**config.mk**
```make
export PLATFORM = sky130hd
export DESIGN_NAME = seven_segment_mux_flat
export DESIGN_NICKNAME = d
export VERILOG_FILES = /design/src/rtl/seven_segment_mux_if.sv /design/src/rtl/seven_segment_mux.sv /design/src/flat_wrapper.sv
export SDC_FILE = /design/constraint.sdc
export NUM_CORES = 1
export LEC_CHECK = 0
export ABC_CLOCK_PERIOD_IN_PS = 2850
export BUFFER_PORTS_ARGS = -buffer_cell sky130_fd_sc_hd__buf_2
export CELL_PAD_IN_SITES_DETAIL_PLACEMENT = 0
export CELL_PAD_IN_SITES_GLOBAL_PLACEMENT = 2
export CORE_MARGIN = 8
export CORE_UTILIZATION = 30
export CTS_CLUSTER_SIZE = 30
export DETAILED_ROUTE_END_ITERATION = 12
export PLACE_DENSITY_LB_ADDON = 0.1
export RECOVER_POWER = 25
export SYNTH_ARGS = -nofsm -noshare
export SYNTH_HDL_FRONTEND = slang
export SYNTH_SLANG_ARGS = --single-unit
```
**constraint.sdc**
```tcl
create_clock -name clk -period 2.85 [get_ports clk]
set_input_delay 0.57 -clock clk [delete_from_list [all_inputs] [get_ports clk]]
set_output_delay 0.57 -clock clk [all_outputs]
set_load 0.05 [all_outputs]
```
**src/rtl/seven_segment_mux_if.sv**
```systemverilog
// seven_segment_mux_if
//   Bundles the data/control signals between the frequency-counter stage and
//   the two-digit seven-segment multiplexer.
//
//   Signals
//     load        counter stage -> mux : one-cycle strobe, counts valid when high
//     ten_count   counter stage -> mux : BCD tens value
//     unit_count  counter stage -> mux : BCD units value
//     blank_lead  counter stage -> mux : blank a zero tens digit (sampled live)
//     segments    mux -> display       : {g,f,e,d,c,b,a}, 1 = segment lit
//     digit       mux -> display       : 0 = units driven, 1 = tens driven
//     load_ack    mux -> counter stage : one-cycle pulse when pending data goes live
//
//   Handshake: load is a fire-and-forget strobe with no ready. Every load is
//   accepted; a later load overwrites an untransferred one. load_ack marks the
//   frame boundary at which the most recent pending value became visible.
//
//   Modports
//     master : the frequency-counter stage (drives load/counts/blank_lead)
//     slave  : the display multiplexer
interface seven_segment_mux_if;
    logic       load;
    logic [3:0] ten_count;
    logic [3:0] unit_count;
    logic       blank_lead;
    logic [6:0] segments;
    logic       digit;
    logic       load_ack;

    modport master (
        output load, ten_count, unit_count, blank_lead,
        input  segments, digit, load_ack
    );

    modport slave (
        input  load, ten_count, unit_count, blank_lead,
        output segments, digit, load_ack
    );
endinterface

```
**src/rtl/seven_segment_mux.sv**
```systemverilog
// seven_segment_mux
//   Time-multiplexes a two-digit BCD value onto one seven-segment display.
//   New values are staged in pending registers and only become active on a
//   frame boundary (digit 1->0), so a frame never shows a torn value.
//
//   Ports
//     clk      : single clock, rising edge
//     reset_n  : asynchronous active-low reset
//     bus      : seven_segment_mux_if.slave (load, counts, blank_lead in;
//                segments, digit, load_ack out)
//
//   Parameter
//     MUX_PERIOD : cycles each digit is driven (2..4095)
module seven_segment_mux #(
    parameter int MUX_PERIOD = 100
) (
    input  logic                 clk,
    input  logic                 reset_n,
    seven_segment_mux_if.slave   bus
);

    localparam logic [11:0] CNT_LAST = 12'(MUX_PERIOD - 1);

    logic [11:0] cnt_q,        cnt_d;
    logic        digit_q,      digit_d;
    logic [3:0]  pend_tens_q,  pend_tens_d;
    logic [3:0]  pend_units_q, pend_units_d;
    logic        pend_flag_q,  pend_flag_d;
    logic [3:0]  act_tens_q,   act_tens_d;
    logic [3:0]  act_units_q,  act_units_d;
    logic        load_ack_q,   load_ack_d;

    logic        cnt_wrap;
    logic        frame_edge;
    logic [3:0]  sel_value;

    function automatic logic [6:0] decode(input logic [3:0] v);
        logic [6:0] seg;
        case (v)
            4'd0:    seg = 7'h3F;
            4'd1:    seg = 7'h06;
            4'd2:    seg = 7'h5B;
            4'd3:    seg = 7'h4F;
            4'd4:    seg = 7'h66;
            4'd5:    seg = 7'h6D;
            4'd6:    seg = 7'h7D;
            4'd7:    seg = 7'h07;
            4'd8:    seg = 7'h7F;
            4'd9:    seg = 7'h6F;
            default: seg = 7'h40;  // non-BCD input shows a dash
        endcase
        return seg;
    endfunction

    assign cnt_wrap   = (cnt_q == CNT_LAST);
    // Frame boundary: the edge on which digit returns from tens (1) to units (0).
    assign frame_edge = cnt_wrap && digit_q;

    always_comb begin
        cnt_d        = cnt_wrap ? 12'd0 : cnt_q + 12'd1;
        digit_d      = cnt_wrap ? ~digit_q : digit_q;
        pend_tens_d  = pend_tens_q;
        pend_units_d = pend_units_q;
        pend_flag_d  = pend_flag_q;
        act_tens_d   = act_tens_q;
        act_units_d  = act_units_q;
        load_ack_d   = 1'b0;

        // Transfer reads the pre-edge pending contents, so a load landing on
        // the same edge is kept for the following frame instead of lost.
        if (frame_edge && pend_flag_q) begin
            act_tens_d  = pend_tens_q;
            act_units_d = pend_units_q;
            pend_flag_d = 1'b0;
            load_ack_d  = 1'b1;
        end

        if (bus.load) begin
            pend_tens_d  = bus.ten_count;
            pend_units_d = bus.unit_count;
            pend_flag_d  = 1'b1;
        end
    end

    always_ff @(posedge clk or negedge reset_n) begin
        if (!reset_n) begin
            cnt_q        <= 12'd0;
            digit_q      <= 1'b0;
            pend_tens_q  <= 4'd0;
            pend_units_q <= 4'd0;
            pend_flag_q  <= 1'b0;
            act_tens_q   <= 4'd0;
            act_units_q  <= 4'd0;
            load_ack_q   <= 1'b0;
        end else begin
            cnt_q        <= cnt_d;
            digit_q      <= digit_d;
            pend_tens_q  <= pend_tens_d;
            pend_units_q <= pend_units_d;
            pend_flag_q  <= pend_flag_d;
            act_tens_q   <= act_tens_d;
            act_units_q  <= act_units_d;
            load_ack_q   <= load_ack_d;
        end
    end

    assign sel_value = digit_q ? act_tens_q : act_units_q;

    // Leading-zero blanking applies to the tens digit only and uses the live
    // blank_lead input.
    assign bus.segments = (digit_q && bus.blank_lead && (act_tens_q == 4'd0))
                          ? 7'h00 : decode(sel_value);
    assign bus.digit    = digit_q;
    assign bus.load_ack = load_ack_q;

endmodule

```
**src/flat_wrapper.sv**
```systemverilog
// flat-port wrapper written by rule: the top's interface ports become plain ports
module seven_segment_mux_flat 
#(
    parameter int MUX_PERIOD = 100
)
  (clk, reset_n, bus_load, bus_ten_count, bus_unit_count, bus_blank_lead, bus_segments, bus_digit, bus_load_ack);
  seven_segment_mux_if bus_i ();
  input  logic clk;
  input  logic reset_n;
  input wire logic [$bits(bus_i.load)-1:0] bus_load;
  input wire logic [$bits(bus_i.ten_count)-1:0] bus_ten_count;
  input wire logic [$bits(bus_i.unit_count)-1:0] bus_unit_count;
  input wire logic [$bits(bus_i.blank_lead)-1:0] bus_blank_lead;
  output wire logic [$bits(bus_i.segments)-1:0] bus_segments;
  output wire logic [$bits(bus_i.digit)-1:0] bus_digit;
  output wire logic [$bits(bus_i.load_ack)-1:0] bus_load_ack;
  assign bus_i.load = bus_load;
  assign bus_i.ten_count = bus_ten_count;
  assign bus_i.unit_count = bus_unit_count;
  assign bus_i.blank_lead = bus_blank_lead;
  assign bus_segments = bus_i.segments;
  assign bus_digit = bus_i.digit;
  assign bus_load_ack = bus_i.load_ack;
  seven_segment_mux #(.MUX_PERIOD(MUX_PERIOD)) u_core (.clk(clk), .reset_n(reset_n), .bus(bus_i));
endmodule
```
==> run summary <==
### Run status
• status: complete, but fails checks
• violations in the final reports: max-capacitance violations, max-slew violations

### STA
• number of setup violations in the final report: 0
• final cycle utilization of the critical path: 94.9%
• Max Clk Rate: 0.370 GHz
• relative max-transition margin: -10.1%
• Slew Viols, Final: 32
• minimum clock period: 2.70 ns
• slew at the pin with the worst max-slew slack: 1.65 ns
• number of hold-slack violations in the final timing report: 0
• largest clock skew in the final design: 0.00847 ns

### Setup path
• Critical Path Sink Type: output port
• Req. time, crit path: 2.28 ns
• Reg-to-Reg End: u_core.act_tens_q[3]
• r2r setup slk: 0.69 ns
• kind of start point of the critical path: flop
• RR Startpoint: u_core.cnt_q[7]
• Worst setup startpoint: u_core.bus.digit
• arrival time at the worst endpoint: 2.13 ns
• Register-to-Register Path Depth: 3
• Crit Path Max Fanout: 14
• critical path endpoint: bus_segments[0]
• Worst Path Class, Setup: flop to output port

### Synthesis
• post-synthesis share of cell area spent on xor and xnor gates: 6.38%
• Post-Syn Nets: 144
• number of synthesis warnings: 0
• cell area after technology mapping: 1510 µm²
• share of the synthesized area in compound gates (AO/OA/AOI/OAI): 5.97%
• Seq/Total Area, Yosys: 51.4%
• cell count after synthesis: 127
• count of flip-flops with a built-in enable after synthesis: 0
• synthesized-area fraction occupied by adder cells: 4.15%
• Async SR Flop Fraction: 100%
• unique cell type count in the Yosys netlist: 36
• share of synthesized cell area in and, or, nand and nor gates: 15.5%
• post-synthesis mux area share: 15.3%
• main combinational cell family by area after synthesis: simple AND/OR/NAND/NOR gates
• syn avg cell area: 11.9 µm²
• dominant register cell in the synthesized netlist: dfrtp_1
• post-synthesis register bit count: 31

### Clock tree
• Post-CTS Hold Buffers: 0
• clock root buffer: clkbuf_8
• cts bufs inserted: 5
• count of clock tree sinks: 31
• clock input transition at the sequential cells of the worst setup and hold paths: 0.07 ns
• clock tree from TritonCTS: built
• CTS max path bufs: 2
• number of levels the H-tree was split into: 2
• insertion delay to the later sink of the worst-skew pair: 0.28 ns

### Detailed routing
• via/cell ratio: 4.68
• Remaining DRCs: 0
• via total after detailed routing: 1057
• top routing layer used: met4
• first-pass iteration count of the detailed router: 4
• Metal-1 WL: 1510 µm
• WL per Instance: 13.4 µm
• total length of routed met3 wires: 204 µm
• detailed route wirelength on metal2: 1250 µm
• wire length after detailed routing: 3020 µm
• DRC marker count from the first detailed-route iteration: 44
• Antenna Violating Nets Remaining: 0

### Power
• total net switching power: 0.000172 W
• part of the total power dissipated in sequential elements: 56.5%
• cell area power density: 435 nW/µm²
• worst-case vdd ir drop: 0.000247 V
• clock group share of total power: 39.8%
• internal power consumption: 0.000638 W
• leakage component of the power: 0.837 nW
• switching share of power: 21.2%
• part of the power in combinational logic: 3.7%

### Placed design
• post-detail-place hpwl: 2230 µm
• number of cells after detailed placement: 218
• placer's final routability congestion estimate: 0.729
• placed inst area: 1740 µm²
• count of buffers from port buffering: 20

### Global routing
• overall routing resource usage: 9.37%
• pin count of the biggest net entering global routing: 32
• overflow left after global routing: 0
• global-route wire length before repair: 5460 µm
• number of antenna violations at the first check in global routing: 0
• via count of the first global-routing pass: 1118

### Layout
• diodes inserted: 0
• Sequential Area: 777 µm²
• area of combinational cells with multiple inputs: 764 µm²
• layout cell share with drive strength beyond 1: 36.5%
• filler instances: 525
• NumNets Final: 172
• fin area: 1860 µm²
• final instance count without filler cells: 226
• synth-to-layout area growth: 23.4%

### Floorplan
• number of top-level pins: 21
• chip height: 86.9 µm
• placeable core area: 4980 µm²
• width of the die: 86.9 µm
• count of standard-cell rows: 26
• starting density of the core: 30.3%
• DIE AREA: 7560 µm²

### Worst hold path
• Tightest Hold Check Type: flop to flop

### Run
• number of max-capacitance violations reported: 1

-- power by group through the flow --
| stage | Clock (W) | Combinational (W) | Sequential, W |
|---|---|---|---|
| 4_1_cts | 0.000341 | 0.0000317 | 0.000457 |
| 6_report | 0.000323 | 0.0000300 | 0.000457 |
| 3_3_place_gp | 0 | 0.0000308 | 0.000465 |
| 2_1_floorplan | 0 | 0.0000144 | 0.000463 |
| 5_1_grt | 0.000359 | 0.0000350 | 0.000458 |
| 3_5_place_dp | 0 | 0.0000316 | 0.000465 |
-- how the worst min path moves through the flow --
stage	startpoint	to	depth (start not counted)
floorplan	reset_n	u_core.act_tens_q[0]	0
global placement	u_core.cnt_q[11]	u_core.cnt_q[11]	1
detailed placement	u_core.cnt_q[11]	u_core.cnt_q[11]	1
CTS	reset_n	u_core.pend_tens_q[2]	1
global route	u_core.cnt_q[11]	u_core.cnt_q[11]	1
finish	u_core.cnt_q[11]	u_core.cnt_q[11]	1
-- synthesized netlist by cell type (3+ instances only) --
cell type,number,area share [%]
dfrtp_1,31,51
mux2_2,17,13
nor2_1,8,2.0
nand2_1,7,1.7
a21oi_1,6,2.0
xor2_1,6,3.5
ha_1,5,4.1
xnor2_1,5,2.9
mux2i_1,4,2.7
inv_1,3,0.75
nand3_1,3,0.99
nor2b_1,3,1.2
nor3_1,3,0.99
-- sequential cells by signal, summed over array words and instances, names as in the netlist --
name / count
u_core.act_tens_q: 4
u_core.act_units_q: 4
u_core.bus.digit: 1
u_core.bus.load_ack: 1
u_core.cnt_q: 12
u_core.pend_flag_q: 1
u_core.pend_tens_q: 4
u_core.pend_units_q: 4
-- layout by cell type (no fill, tap or decap), types with 2 or more instances in the layout --
master and instances:
nand4_1 2, buf_4 3, nor3_1 3, a31oi_1 2
nor2_1 8, xor2_1 6, dfrtp_1 30, mux2_2 17
a21oi_4 2, nor2b_1 3, nand3_1 3, clkbuf_1 3
buf_2 16, o21ai_1 2, ha_1 5, mux2i_1 2
clkbuf_8 5, inv_1 3, a21oi_1 3, nand2_1 7
xnor2_1 5
-- area by class of cell --
class	count	area share, %
clock buffers	7	4.10
clock inverters	1	0.269
inverters	3	0.605
multi-input cells	91	41.1
flip-flops and latches	31	41.7
well taps	70	4.70
repair buffers	23	7.53
-- routing by layer --
metal,up-vias,global-route usage (%)
met1,515,11.8
met5,-,0
met4,0,4.69
met2,26,13.4
li1,510,-
met3,6,3.87
-- per-stage QoR --
| stage | total power (W) | setup WS (ns) | hold WS [ns] | TNS, ns | util (%) |
|---|---|---|---|---|---|
| final | 0.000810 | 0.145 | 0.468 | 0 | 37.4 |
| after global routing | 0.000852 | -0.0263 | 0.495 | -0.0323 | 37.4 |
| after CTS | 0.000830 | 0.00613 | 0.349 | 0 | 36.7 |
| after detailed placement | 0.000497 | 0.257 | 0.458 | 0 | 34.9 |
| after global placement | 0.000496 | 0.304 | 0.452 | 0 | 34.9 |
| after floorplan | 0.000477 | 0.0377 | 0.274 | 0 | - |
-- cells by family after synthesis --
logic type,Yosys count
adder cells (fa/ha/maj),5
multiplexers,21
buffers and inverters,5
XOR/XNOR,11
AND/OR/NAND/NOR,39
flip-flops,31
AO/OA/AOI/OAI,15
-- repair_timing --
item	CTS	global route
buffers inserted	0	0
gates resized for setup	2	10
setup endpoints to repair	2	3
-- worst max-delay path, stage by stage, from the launching register on --
cell,delay [ns]
dfrtp_2,0.43
buf_8,0.16
mux2i_4,0.20
ha_1,0.19
nor2b_1,0.13
o32ai_2,0.23
nand2_1,0.13
a21oi_4,0.15
clkbuf_4,0.24
No activity file was read; power rests on OpenSTA's default activity.
